<file path="config.mk">
export PLATFORM = sky130hd
export DESIGN_NAME = wforward_arbiter_flat
export DESIGN_NICKNAME = d
export VERILOG_FILES = /design/src/rtl/wforward_arbiter_if.sv /design/src/rtl/wforward_arbiter.sv /design/src/flat_wrapper.sv
export SDC_FILE = /design/constraint.sdc
export NUM_CORES = 1
export LEC_CHECK = 0
export CAP_MARGIN = 20
export CORE_AREA = 2 2 154 156
export CTS_BUF_LIST = sky130_fd_sc_hd__clkbuf_4 sky130_fd_sc_hd__clkbuf_8 sky130_fd_sc_hd__clkbuf_16
export CTS_CLUSTER_DIAMETER = 120
export DETAILED_ROUTE_END_ITERATION = 16
export DIE_AREA = 0 0 156 158
export GPL_ROUTABILITY_DRIVEN = 0
export REMOVE_ABC_BUFFERS = 1
export SYNTH_ARGS = -nofsm -noshare
export SYNTH_HDL_FRONTEND = slang
export SYNTH_SLANG_ARGS = --single-unit
</file>
<file path="constraint.sdc">
create_clock -name CLK -period 4.85 [get_ports CLK]
set_input_delay 0.7275 -clock CLK [delete_from_list [all_inputs] [get_ports CLK]]
set_output_delay 0.7275 -clock CLK [all_outputs]
set_load 0.03 [all_outputs]
</file>
<file path="src/rtl/wforward_arbiter_if.sv">
// Bus bundle for wforward_arbiter: per-master AXI AW/W sources plus the shared forward link.
// The master modport is the source/link-sink side; the slave modport is the arbiter.
interface wforward_arbiter_if #(
  parameter int unsigned NUM_MASTERS = 2
);
  logic [77*NUM_MASTERS-1:0] S_AWDATA;
  logic [NUM_MASTERS-1:0]    S_AWVALID;
  logic [NUM_MASTERS-1:0]    S_AWREADY;
  logic [77*NUM_MASTERS-1:0] S_WDATA;
  logic [NUM_MASTERS-1:0]    S_WVALID;
  logic [NUM_MASTERS-1:0]    S_WREADY;
  logic [76:0]               DATA;
  logic                      VALID;
  logic                      READY;
  logic [NUM_MASTERS-1:0]    GRANT;
  logic                      LEN_ERR;

  modport master (
    output S_AWDATA, S_AWVALID, S_WDATA, S_WVALID, READY,
    input  S_AWREADY, S_WREADY, DATA, VALID, GRANT, LEN_ERR
  );

  modport slave (
    input  S_AWDATA, S_AWVALID, S_WDATA, S_WVALID, READY,
    output S_AWREADY, S_WREADY, DATA, VALID, GRANT, LEN_ERR
  );
endinterface

</file>
<file path="src/rtl/wforward_arbiter.sv">
// Round-robin arbiter that serialises AXI write bursts (command beat + W beats) from several
// masters onto one 77-bit registered forward link, with a one-cycle AWLEN/WLAST mismatch flag.
module wforward_arbiter #(
  parameter int unsigned NUM_MASTERS = 2
) (
  input logic               CLK,
  input logic               RESET,
  wforward_arbiter_if.slave bus
);

  localparam int unsigned PtrW  = $clog2(NUM_MASTERS);
  localparam int unsigned CandW = PtrW + 1;

  typedef enum logic [0:0] {StIdle, StBurst} state_e;

  state_e                 state_q, state_d;
  logic [PtrW-1:0]        rr_ptr_q, rr_ptr_d;
  logic [PtrW-1:0]        owner_q, owner_d;
  logic [7:0]             beat_cnt_q, beat_cnt_d;
  logic [NUM_MASTERS-1:0] grant_q, grant_d;
  logic [76:0]            data_q, data_d;
  logic                   valid_q, valid_d;
  logic                   len_err_q, len_err_d;

  logic [PtrW-1:0]  win;
  logic             win_found;
  logic [CandW-1:0] cand;
  logic [76:0]      aw_sel, w_sel;
  logic             slot_free, aw_hs, w_hs, w_last;

  assign slot_free = !valid_q || bus.READY;

  // First AW requester at or above rr_ptr, wrapping around.
  always_comb begin
    win       = '0;
    win_found = 1'b0;
    cand      = '0;
    for (int unsigned off = 0; off < NUM_MASTERS; off++) begin
      cand = {1'b0, rr_ptr_q} + CandW'(off);
      if (cand >= CandW'(NUM_MASTERS)) cand = cand - CandW'(NUM_MASTERS);
      if (!win_found && bus.S_AWVALID[cand[PtrW-1:0]]) begin
        win       = cand[PtrW-1:0];
        win_found = 1'b1;
      end
    end
  end

  always_comb begin
    aw_sel = '0;
    w_sel  = '0;
    for (int unsigned i = 0; i < NUM_MASTERS; i++) begin
      if (win == PtrW'(i))     aw_sel = bus.S_AWDATA[77*i +: 77];
      if (owner_q == PtrW'(i)) w_sel  = bus.S_WDATA[77*i +: 77];
    end
  end

  assign w_last = w_sel[0];
  assign aw_hs  = (state_q == StIdle) && win_found && slot_free;
  assign w_hs   = (state_q == StBurst) && slot_free && bus.S_WVALID[owner_q];

  // State register
  always_ff @(posedge CLK) begin
    if (RESET) state_q <= StIdle;
    else       state_q <= state_d;
  end

  // Next-state logic
  always_comb begin
    state_d = state_q;
    unique case (state_q)
      StIdle:  if (aw_hs) state_d = StBurst;
      StBurst: if (w_hs && w_last) state_d = StIdle;
      default: state_d = StIdle;
    endcase
  end

  // Source readies: only the winner (idle) or the owner (burst), and only when the slot frees.
  always_comb begin
    bus.S_AWREADY = '0;
    bus.S_WREADY  = '0;
    unique case (state_q)
      StIdle:  if (win_found) bus.S_AWREADY[win] = slot_free;
      StBurst: bus.S_WREADY[owner_q] = slot_free;
      default: ;
    endcase
  end

  always_comb begin
    data_d     = data_q;
    valid_d    = valid_q;
    rr_ptr_d   = rr_ptr_q;
    owner_d    = owner_q;
    beat_cnt_d = beat_cnt_q;
    grant_d    = grant_q;
    len_err_d  = 1'b0;
    if (aw_hs) begin
      data_d     = aw_sel;
      valid_d    = 1'b1;
      owner_d    = win;
      beat_cnt_d = aw_sel[32:25];
      grant_d    = NUM_MASTERS'(1) << win;
      rr_ptr_d   = (win == PtrW'(NUM_MASTERS - 1)) ? '0 : win + 1'b1;
    end else if (w_hs) begin
      data_d    = w_sel;
      valid_d   = 1'b1;
      len_err_d = w_last ? (beat_cnt_q != 8'd0) : (beat_cnt_q == 8'd0);
      if (w_last) begin
        grant_d = '0;
      end else if (beat_cnt_q != 8'd0) begin
        beat_cnt_d = beat_cnt_q - 8'd1;
      end
    end else if (bus.READY) begin
      valid_d = 1'b0;
    end
  end

  always_ff @(posedge CLK) begin
    if (RESET) begin
      data_q     <= '0;
      valid_q    <= 1'b0;
      rr_ptr_q   <= '0;
      owner_q    <= '0;
      beat_cnt_q <= '0;
      grant_q    <= '0;
      len_err_q  <= 1'b0;
    end else begin
      data_q     <= data_d;
      valid_q    <= valid_d;
      rr_ptr_q   <= rr_ptr_d;
      owner_q    <= owner_d;
      beat_cnt_q <= beat_cnt_d;
      grant_q    <= grant_d;
      len_err_q  <= len_err_d;
    end
  end

  assign bus.DATA    = data_q;
  assign bus.VALID   = valid_q;
  assign bus.GRANT   = grant_q;
  assign bus.LEN_ERR = len_err_q;

endmodule

</file>
<file path="src/flat_wrapper.sv">
// flat-port wrapper written by rule: the top's interface ports become plain ports
module wforward_arbiter_flat 
#(
  parameter int unsigned NUM_MASTERS = 2
)
  (CLK, RESET, bus_S_AWDATA, bus_S_AWVALID, bus_S_WDATA, bus_S_WVALID, bus_READY, bus_S_AWREADY, bus_S_WREADY, bus_DATA, bus_VALID, bus_GRANT, bus_LEN_ERR);
  wforward_arbiter_if #(.NUM_MASTERS(NUM_MASTERS)) bus_i ();
  input logic CLK;
  input logic RESET;
  input wire logic [$bits(bus_i.S_AWDATA)-1:0] bus_S_AWDATA;
  input wire logic [$bits(bus_i.S_AWVALID)-1:0] bus_S_AWVALID;
  input wire logic [$bits(bus_i.S_WDATA)-1:0] bus_S_WDATA;
  input wire logic [$bits(bus_i.S_WVALID)-1:0] bus_S_WVALID;
  input wire logic [$bits(bus_i.READY)-1:0] bus_READY;
  output wire logic [$bits(bus_i.S_AWREADY)-1:0] bus_S_AWREADY;
  output wire logic [$bits(bus_i.S_WREADY)-1:0] bus_S_WREADY;
  output wire logic [$bits(bus_i.DATA)-1:0] bus_DATA;
  output wire logic [$bits(bus_i.VALID)-1:0] bus_VALID;
  output wire logic [$bits(bus_i.GRANT)-1:0] bus_GRANT;
  output wire logic [$bits(bus_i.LEN_ERR)-1:0] bus_LEN_ERR;
  assign bus_i.S_AWDATA = bus_S_AWDATA;
  assign bus_i.S_AWVALID = bus_S_AWVALID;
  assign bus_i.S_WDATA = bus_S_WDATA;
  assign bus_i.S_WVALID = bus_S_WVALID;
  assign bus_i.READY = bus_READY;
  assign bus_S_AWREADY = bus_i.S_AWREADY;
  assign bus_S_WREADY = bus_i.S_WREADY;
  assign bus_DATA = bus_i.DATA;
  assign bus_VALID = bus_i.VALID;
  assign bus_GRANT = bus_i.GRANT;
  assign bus_LEN_ERR = bus_i.LEN_ERR;
  wforward_arbiter #(.NUM_MASTERS(NUM_MASTERS)) u_core (.CLK(CLK), .RESET(RESET), .bus(bus_i));
endmodule
</file>
======== Word-level counts from Yosys, hierarchy flattened ========
Cells that the tools add are included.
storage, ports and cells
  flip-flop bits (word level) ............. 92
  input port bits ......................... 315
  output and inout port bits .............. 85
cells by class
  $add $sub $neg .......................... 5
  order comparisons ....................... 8
  equal/unequal tests ..................... 1
  shift-type cells ........................ 1
  muxes and demuxes ....................... 38
  bitwise gates (word level) .............. 4
  reductions and logical operators ........ 20
operator list
  operator               number
  $mux W77               4
  $mux W8                4
  $mux W1                21
  $mux W2                6
  $logic_and A1 B1 Y1    8
  $logic_not A8 Y1       1
  $lt A1 B2 Y1 const B   4
  $reduce_bool A8 Y1     1
  $sub A8 B1 Y8 const B  1
  $reduce_bool A2 Y1     3
  $and A2 B2 Y2          2
  $reduce_and A3 Y1      1
  $reduce_bool A3 Y1     1
  $reduce_or A3 Y1       1
  $add A1 B1 Y2 const B  1
  $demux W1 S1           2
  $ge A1 B1 Y1 const B   2
  $ge A1 B2 Y1 const B   1
  $ge A2 B2 Y1 const B   1
  $logic_not A1 Y1       2
  $ne A2 B2 Y1 const B   1
  $not A1 Y1             2
  $pmux W1 S2            1
  $reduce_and A2 Y1      1
  other kinds (4)        5

======== Logic depth before layout (Yosys ltp) ========
  depth after elaboration ................. 15
  gate-level depth with buffers ........... 9
  gate-level depth less buffers ........... 6

======== Least setup slack after synthesis ========
No wires, ideal clock.
  path type ............................... input port to output port
  start ................................... input bus_READY
  end ..................................... output bus_S_AWREADY[0]
  arrival time ............................ 1545 ps
  required time ........................... 4123 ps
  setup slack ............................. 2578 ps
  cell stages on the path ................. 5
  cells stage by stage .................... nand2b_4 buf_6 and4b_1 buf_2 buf_2
on the way
  longest elaborated chain between the ends .. 4
ends and longest elaborated chain
  element                  RTL line                source
  start, declared          flat_wrapper.sv:14      input wire logic [$bits(bus_i.READY)-1:0] bus_READY;
  $logic_or A1 B1 Y1       wforward_arbiter.sv:31  assign slot_free = !valid_q || bus.READY;
  $and A2 B2 Y2 (no line)  n/a
  $mux W2                  wforward_arbiter.sv:82  StIdle: if (win_found) bus.S_AWREADY[win] = slot_free;
  $mux W2                  wforward_arbiter.sv:81  unique case (state_q)
  end, declared            flat_wrapper.sv:15      output wire logic [$bits(bus_i.S_AWREADY)-1:0] bus_S_AWREADY;
No other way between the ends.

======== Worst setup path in the final report ========
  start ................................... input bus_READY
  end ..................................... output bus_S_AWREADY[1]
Same word-level chain as after synthesis.

==> results.cfg <==
[die]
core_um2 = 23050
num_rows = 56
die_w_um = 156
dieArea_um2 = 24650
ioPinCount = 400
start_util_pct = 22.64
die_h_um = 158

[sta]
rsz0062_at_grt = false
tightest_slew_ps = 924.9
fmax_ghz = 0.2845
drv_slew = 0
fin_crit_sh_pct = 72.47
fin_skew_ps = 12.61
relSlewSlack_pct = 38.34
hold_violations = 0
final.min_clock_period_ps = 3515
setup_violations = 0

[critical_path]
cp.required_ps = 4120
crit_slowest_cell = clkdlybuf4s50_1
slowest_delay_ps = 780
start_kind = input port
reg2reg_depth = 4
worst-setup-path-type = input port to output pin
arrival_ps = 2790
path_common_cell = clkdlybuf4s50_1
r2r_slack_ps = 2350
cp_max_fo = 43
critPathCaptureType = output pin
reg2reg_from = u_core.owner_q$_SDFFE_PP0P_
crit_chain = clkdlybuf4s50_1 > nand2b_4 > and4b_4 > clkdlybuf4s50_1
rr_endpoint = u_core.bus.DATA[9]$_SDFFE_PP0P_

[power_and_ir_drop]
power.net_switching_mw = 1.034
seqPwrFrac_pct = 32.6
p_leak_nw = 3.401
power.density_nw_per_um2 = 304.0
combPwrFrac_pct = 44.2
peakVddDrop_uv = 188.2
clkPwrFrac_pct = 23.2
sw_frac_of_total_pct = 35.34
p_int_mw = 1.892

[synth]
synth_top_area_cell = dfxtp_1
synth_warnings = 0
syn_area_per_cell_um2 = 9.437
syn_area_um2 = 5219
synthFlopType = dfxtp_1
synth_cell_types = 52
async_flop_share_pct = 0
synth_top_cell_area_share_pct = 35.29
synth_edf_count = 0
seq_area_frac_synth_pct = 35.29
synthCells = 553
synthTopCellsByArea = dfxtp_1 35%, mux2_2 15%, a222oi_1 14%
synth-seq-cells = 92

[clock_tree]
clk_latency_ps = 340
post-cts-setup-buffer-count = 0
numCtsBuffers = 9
cts.repair.resized = 0
clkSinkCount = 92
root_buffer = clkbuf_16
cts_tree = built
cts_buffer_depth = 2
clk_pin_slew_ps = 80
cts-hold-fix-buffers = 0
htreeDepth = 3

[grt]
track_usage_pct = 16.52
grt_pass1_vias = 5816
grt_overflow = 0
antenna_found_initial = 1
grt_start_max_net_pins = 81
grt_pass1_wl_mm = 31.80

[place]
portBuffers = 399
dp_hpwl_mm = 16.46
dp_cells = 1183

[cells_and_area]
nFillCells = 2324
layout_commonest_cell = clkdlybuf4s50_1
drive_above_1_share_pct = 11.88
nets = 1221
finish.utilization_pct = 41.75
final_cells = 1200
final_cell_mix = 398 x clkdlybuf4s50_1, 91 x dfxtp_1, 85 x nor2_1
area_growth_pct = 84.42

[hold_path]
hold_class = flip-flop to flip-flop
hold_depth = 2
min_from = u_core.bus.DATA[28]$_SDFFE_PP0P_
holdPathEnd = u_core.bus.DATA[28]$_SDFFE_PP0P_

[drt]
viasPerCell = 4.999
drt-wirelength-per-cell_um = 18.43
drc = 0
drt_wl_total_mm = 22.12
drt_iter0_markers = 395
ant_nets = 0
vias = 5999
drt_first_pass_iters = 7

[outcome]
status = finished, final reports clean

[flow_run]
drv_cap = 0
[how the worst max path moves through the flow]
stage	from	to	slack, ps	cells past startpoint
after CTS	bus_READY	bus_S_AWREADY[1]	1320	4
after floorplan	bus_S_AWVALID[1]	u_core.bus.DATA[32]$_SDFFE_PP0P_	-20	4
final	bus_READY	bus_S_AWREADY[1]	1340	4
after detailed placement	bus_READY	bus_S_AWREADY[1]	1320	4
after global placement	bus_READY	bus_S_AWREADY[1]	1330	4
after global routing	bus_READY	bus_S_AWREADY[1]	1250	4
[power groups by stage]
stage | registers (mW) | clock network, mW | logic, mW
2_1_floorplan | 1.17 | 0 | 0.473
5_1_grt | 0.970 | 0.732 | 1.39
3_5_place_dp | 0.971 | 0 | 1.30
3_3_place_gp | 0.967 | 0 | 1.30
4_1_cts | 0.954 | 0.713 | 1.31
6_report | 0.954 | 0.680 | 1.29
[logic make-up (layout without fill, tap and decap cells)]
logic type      Yosys count  in the layout  share of synthesized area [%]
compound gates          190            190                          30.35
xor+xnor                  1              1                         0.1679
fa+ha+maj                 2              2                         0.4794
buf+inv                  70            426                          6.282
flops                    92             92                          35.29
mux                      78             78                          17.00
other cells               0              1                              0
simple gates            120            120                          10.43
[state kept, by name (all words and copies together) (netlist names)]
register            cells
u_core.bus.DATA        77
u_core.beat_cnt_q       8
u_core.bus.GRANT        2
u_core.bus.LEN_ERR      1
u_core.bus.VALID        1
u_core.owner_q          1
u_core.rr_ptr_q         1
u_core.state_q          1
[cells in the mapped netlist (2+ instances only)]
master	number
a211oi_1	71
a21oi_1	14
a222oi_1	71
a22o_1	4
a22oi_1	2
a311oi_1	2
a31oi_1	2
and2_1	2
and3_1	2
and4b_1	3
buf_1	2
buf_2	25
buf_4	5
buf_6	2
clkbuf_1	32
dfxtp_1	92
ha_1	2
inv_1	4
mux2_2	71
mux2i_1	5
nand2_1	10
nand4_1	2
nor2_1	85
nor3_1	4
o211a_1	3
o21a_1	2
o21ai_0	7
o221a_1	2
or2_2	2
[cell type report]
cell class | count | area [µm²] | area share [%]
Timing Repair Buffer | 406 | 4056 | 42.15
Multi-Input combinational cell | 391 | 3059 | 31.79
Sequential cell | 92 | 1846 | 19.18
Tap cell | 290 | 362.8 | 3.770
Clock buffer | 11 | 246.5 | 2.561
Clock inverter | 5 | 36.28 | 0.3770
Inverter | 4 | 15.01 | 0.1560
Antenna cell | 1 | 2.502 | 0.02600
[stage by stage]
step / TNS, ps / power [mW] / setup slack (ps) / hold WS [ps] / instance area, µm²
finish: 0 / 2.926 / 1335 / 459.2 / 9624
global route: 0 / 3.091 / 1245 / 477.7 / 9622
CTS: 0 / 2.973 / 1318 / 458.5 / 9622
detailed placement: 0 / 2.272 / 1324 / 446.7 / 9339
global placement: 0 / 2.264 / 1325 / 439.2 / 9339
floorplan: -15.78 / 1.645 / -15.78 / 464.2 / 4906
[routing by layer]
layer,vias to the layer above,track usage (%),share of wire [%]
li1,2930,-,-
met1,2766,19.26,40
met2,276,29.08,49
met3,27,4.818,8.8
met4,0,5.461,2.1
met5,-,0,0
[worst max-delay path: cells and delay by family]
family | cells | cell delay, ps
simple gates | 2 | 810
buf+inv | 2 | 1240
Note: power is estimated with default switching activity, not from simulation.
==> patch, RTL diff (config.mk and constraints unchanged) <==
Make the reset (`RESET`) asynchronous in 2 clocked blocks.
--- a/src/rtl/wforward_arbiter.sv
+++ b/src/rtl/wforward_arbiter.sv
@@ -59,7 +59,7 @@
   assign w_hs   = (state_q == StBurst) && slot_free && bus.S_WVALID[owner_q];
 
   // State register
-  always_ff @(posedge CLK) begin
+  always_ff @(posedge CLK or posedge RESET) begin
     if (RESET) state_q <= StIdle;
     else       state_q <= state_d;
   end
@@ -114,7 +114,7 @@
     end
   end
 
-  always_ff @(posedge CLK) begin
+  always_ff @(posedge CLK or posedge RESET) begin
     if (RESET) begin
       data_q     <= '0;
       valid_q    <= 1'b0;
Formal check against the unedited RTL: differs if RESET is asserted again (counterexample within 4 cycles, from zero or initial values and one cycle with RESET high); with RESET held inactive, the same outputs for 4 cycles.
==> patch against the original RTL <==
  * Sequential cell count unchanged
  * Critical path depth is 2 higher
  * Routed wire length grew 8.8%
  * Clock skew fell by 0.0052 ns
  * Design area increased by 5.2%
  * Worst setup slack got worse by 0.25 ns
  * Synthesized area is 8.2% higher
  * Critical path type unchanged
  * Largest cell class unchanged
Power is not compared: it rests on default switching activity, and its combinational part moved more than twofold at a synthesized area within 25%.
==> patch: results (changes against the original RTL) <==
stage,metric,value,unit,change
setup_path,crit_arrival,3.04,ns,was 2.79 ns
routing,finalWirelength,24100,µm,was 22100 µm
sta,worstMarginPinSlew,1.06,ns,was 0.925 ns
run_status,outcome,"finished, final reports clean",,unchanged
global_routing,first_global_vias,6384,,was 5816
synth,ys_dominant_reg_cell,dfrtp_1,,was dfxtp_1
global_routing,track_usage,18.8,%,was 16.5%
placement,dpl_worst_slack,1.09,ns,was 1.32 ns
hold_path,min_path_type,flip-flop to flip-flop,,unchanged
routing,drt_iter0_drc,499,,was 395
global_routing,grt_max_degree,92,,was 81
sta,fin_skew,0.00737,ns,was 0.0126 ns
synth,synth-xor-area-share,0.155,%,was 0.168%
setup_path,cp_top_family,buffers and inverters,,unchanged
synth,synth_compound_area_share,25.1,%,was 30.4%
routing,via_per_inst,5.21,,was 5.00
synth,synthAdderAreaFrac,0.443,%,was 0.480%
synth,synth_async_sr_flop_share,100,%,was 0%
routing,dr.pass1.iters,8,,was 7
global_routing,antenna_found_initial,2,,was 1
placement,portBuffers,399,,unchanged
power_and_ir_drop,p_leak,3.74,nW,
synth,ys_top_cells_by_area,"dfrtp_1 (41%), mux2_2 (15%), a222oi_1 (14%), nor3_1 (7.1%), a21oi_1 (6.7%)",,"was dfxtp_1 (35%), mux2_2 (15%), a222oi_1 (14%), a211oi_1 (10%), nor2_1 (6.1%)"
finish,drive_above_1_share,13.2,%,was 11.9%
synth,synth_cell_type_count,37,,was 52
synth,yosysSeqAreaShare,40.8,%,was 35.3%
finish,fill_cells,2269,,was 2324
global_routing,grt_pass1_wl,36200,µm,was 31800 µm
finish,final_nets,1215,,was 1221
synth,synthMuxAreaShare,15.8,%,was 17.0%
placement,dpl.hpwl,17300,µm,was 16500 µm
## patch: power by group through the flow
stage	clock, mW	combinational [mW]	sequential (mW)
after floorplan	0	1.53	2.12
after global placement	0	3.71	1.44
after detailed placement	0	3.74	1.45
after CTS	0.850	3.75	1.44
after global routing	0.885	3.96	1.50
final	0.823	3.69	1.44
## patch: path summary, 6_finish.rpt
path / from / to / slack (ns) / cells past startpoint
setup / recovery: bus_READY / bus_S_AWREADY[0] / 1.09 / 6
hold / removal: u_core.bus.GRANT[0] / u_core.bus.GRANT[0] / 0.48 / 1
setup reg to reg: u_core.bus.VALID / u_core.bus.DATA[25] / 1.85 / 6
hold reg to reg: u_core.bus.GRANT[0] / u_core.bus.GRANT[0] / 0.48 / 1
max in group asynchronous: RESET / u_core.bus.DATA[41] / 3.00 / 3
min in group asynchronous: RESET / u_core.bus.DATA[36] / 0.89 / 2
## patch: final cells by class
type,instances,area [µm²],area share (%)
antenna,2,5.00,0.0494
clock inverter,4,97.6,0.964
tap,290,363,3.58
sequential,92,2310,22.8
inverter,4,17.5,0.173
multi-input combinational,381,3000,29.6
timing repair buffer,410,4090,40.4
clock buffer,11,246,2.43
## patch: kinds of logic (layout without fill, tap and decap cells)
family	count (synthesis)	count (layout)
multiplexers	78	78
adder cells (fa/ha/maj)	2	2
buffers and inverters	72	429
AO/OA/AOI/OAI	185	185
AND/OR/NAND/NOR	115	115
other	0	2
XOR/XNOR	1	1
flip-flops	92	92
## patch: routing by layer
metal  wire [µm]  vias to the layer above  global-route usage, %  share of wire, %
li1            -                     2924                      -                 -
met1        9310                     2999                   21.9                39
met2       12400                      277                   34.1                51
met3        2070                       17                   4.74               8.6
met4         327                        0                   5.64               1.4
met5           0                        -                      0                 0
## patch: metrics by stage
stage / cell area [µm²] / std cells / TNS (ns)
finish: 10100 / 1194 / 0
global placement: 9770 / 1177 / 0
CTS: 10100 / 1192 / 0
global route: 10100 / 1194 / 0
floorplan: 5290 / 477 / -283.86
detailed placement: 9770 / 1177 / 0
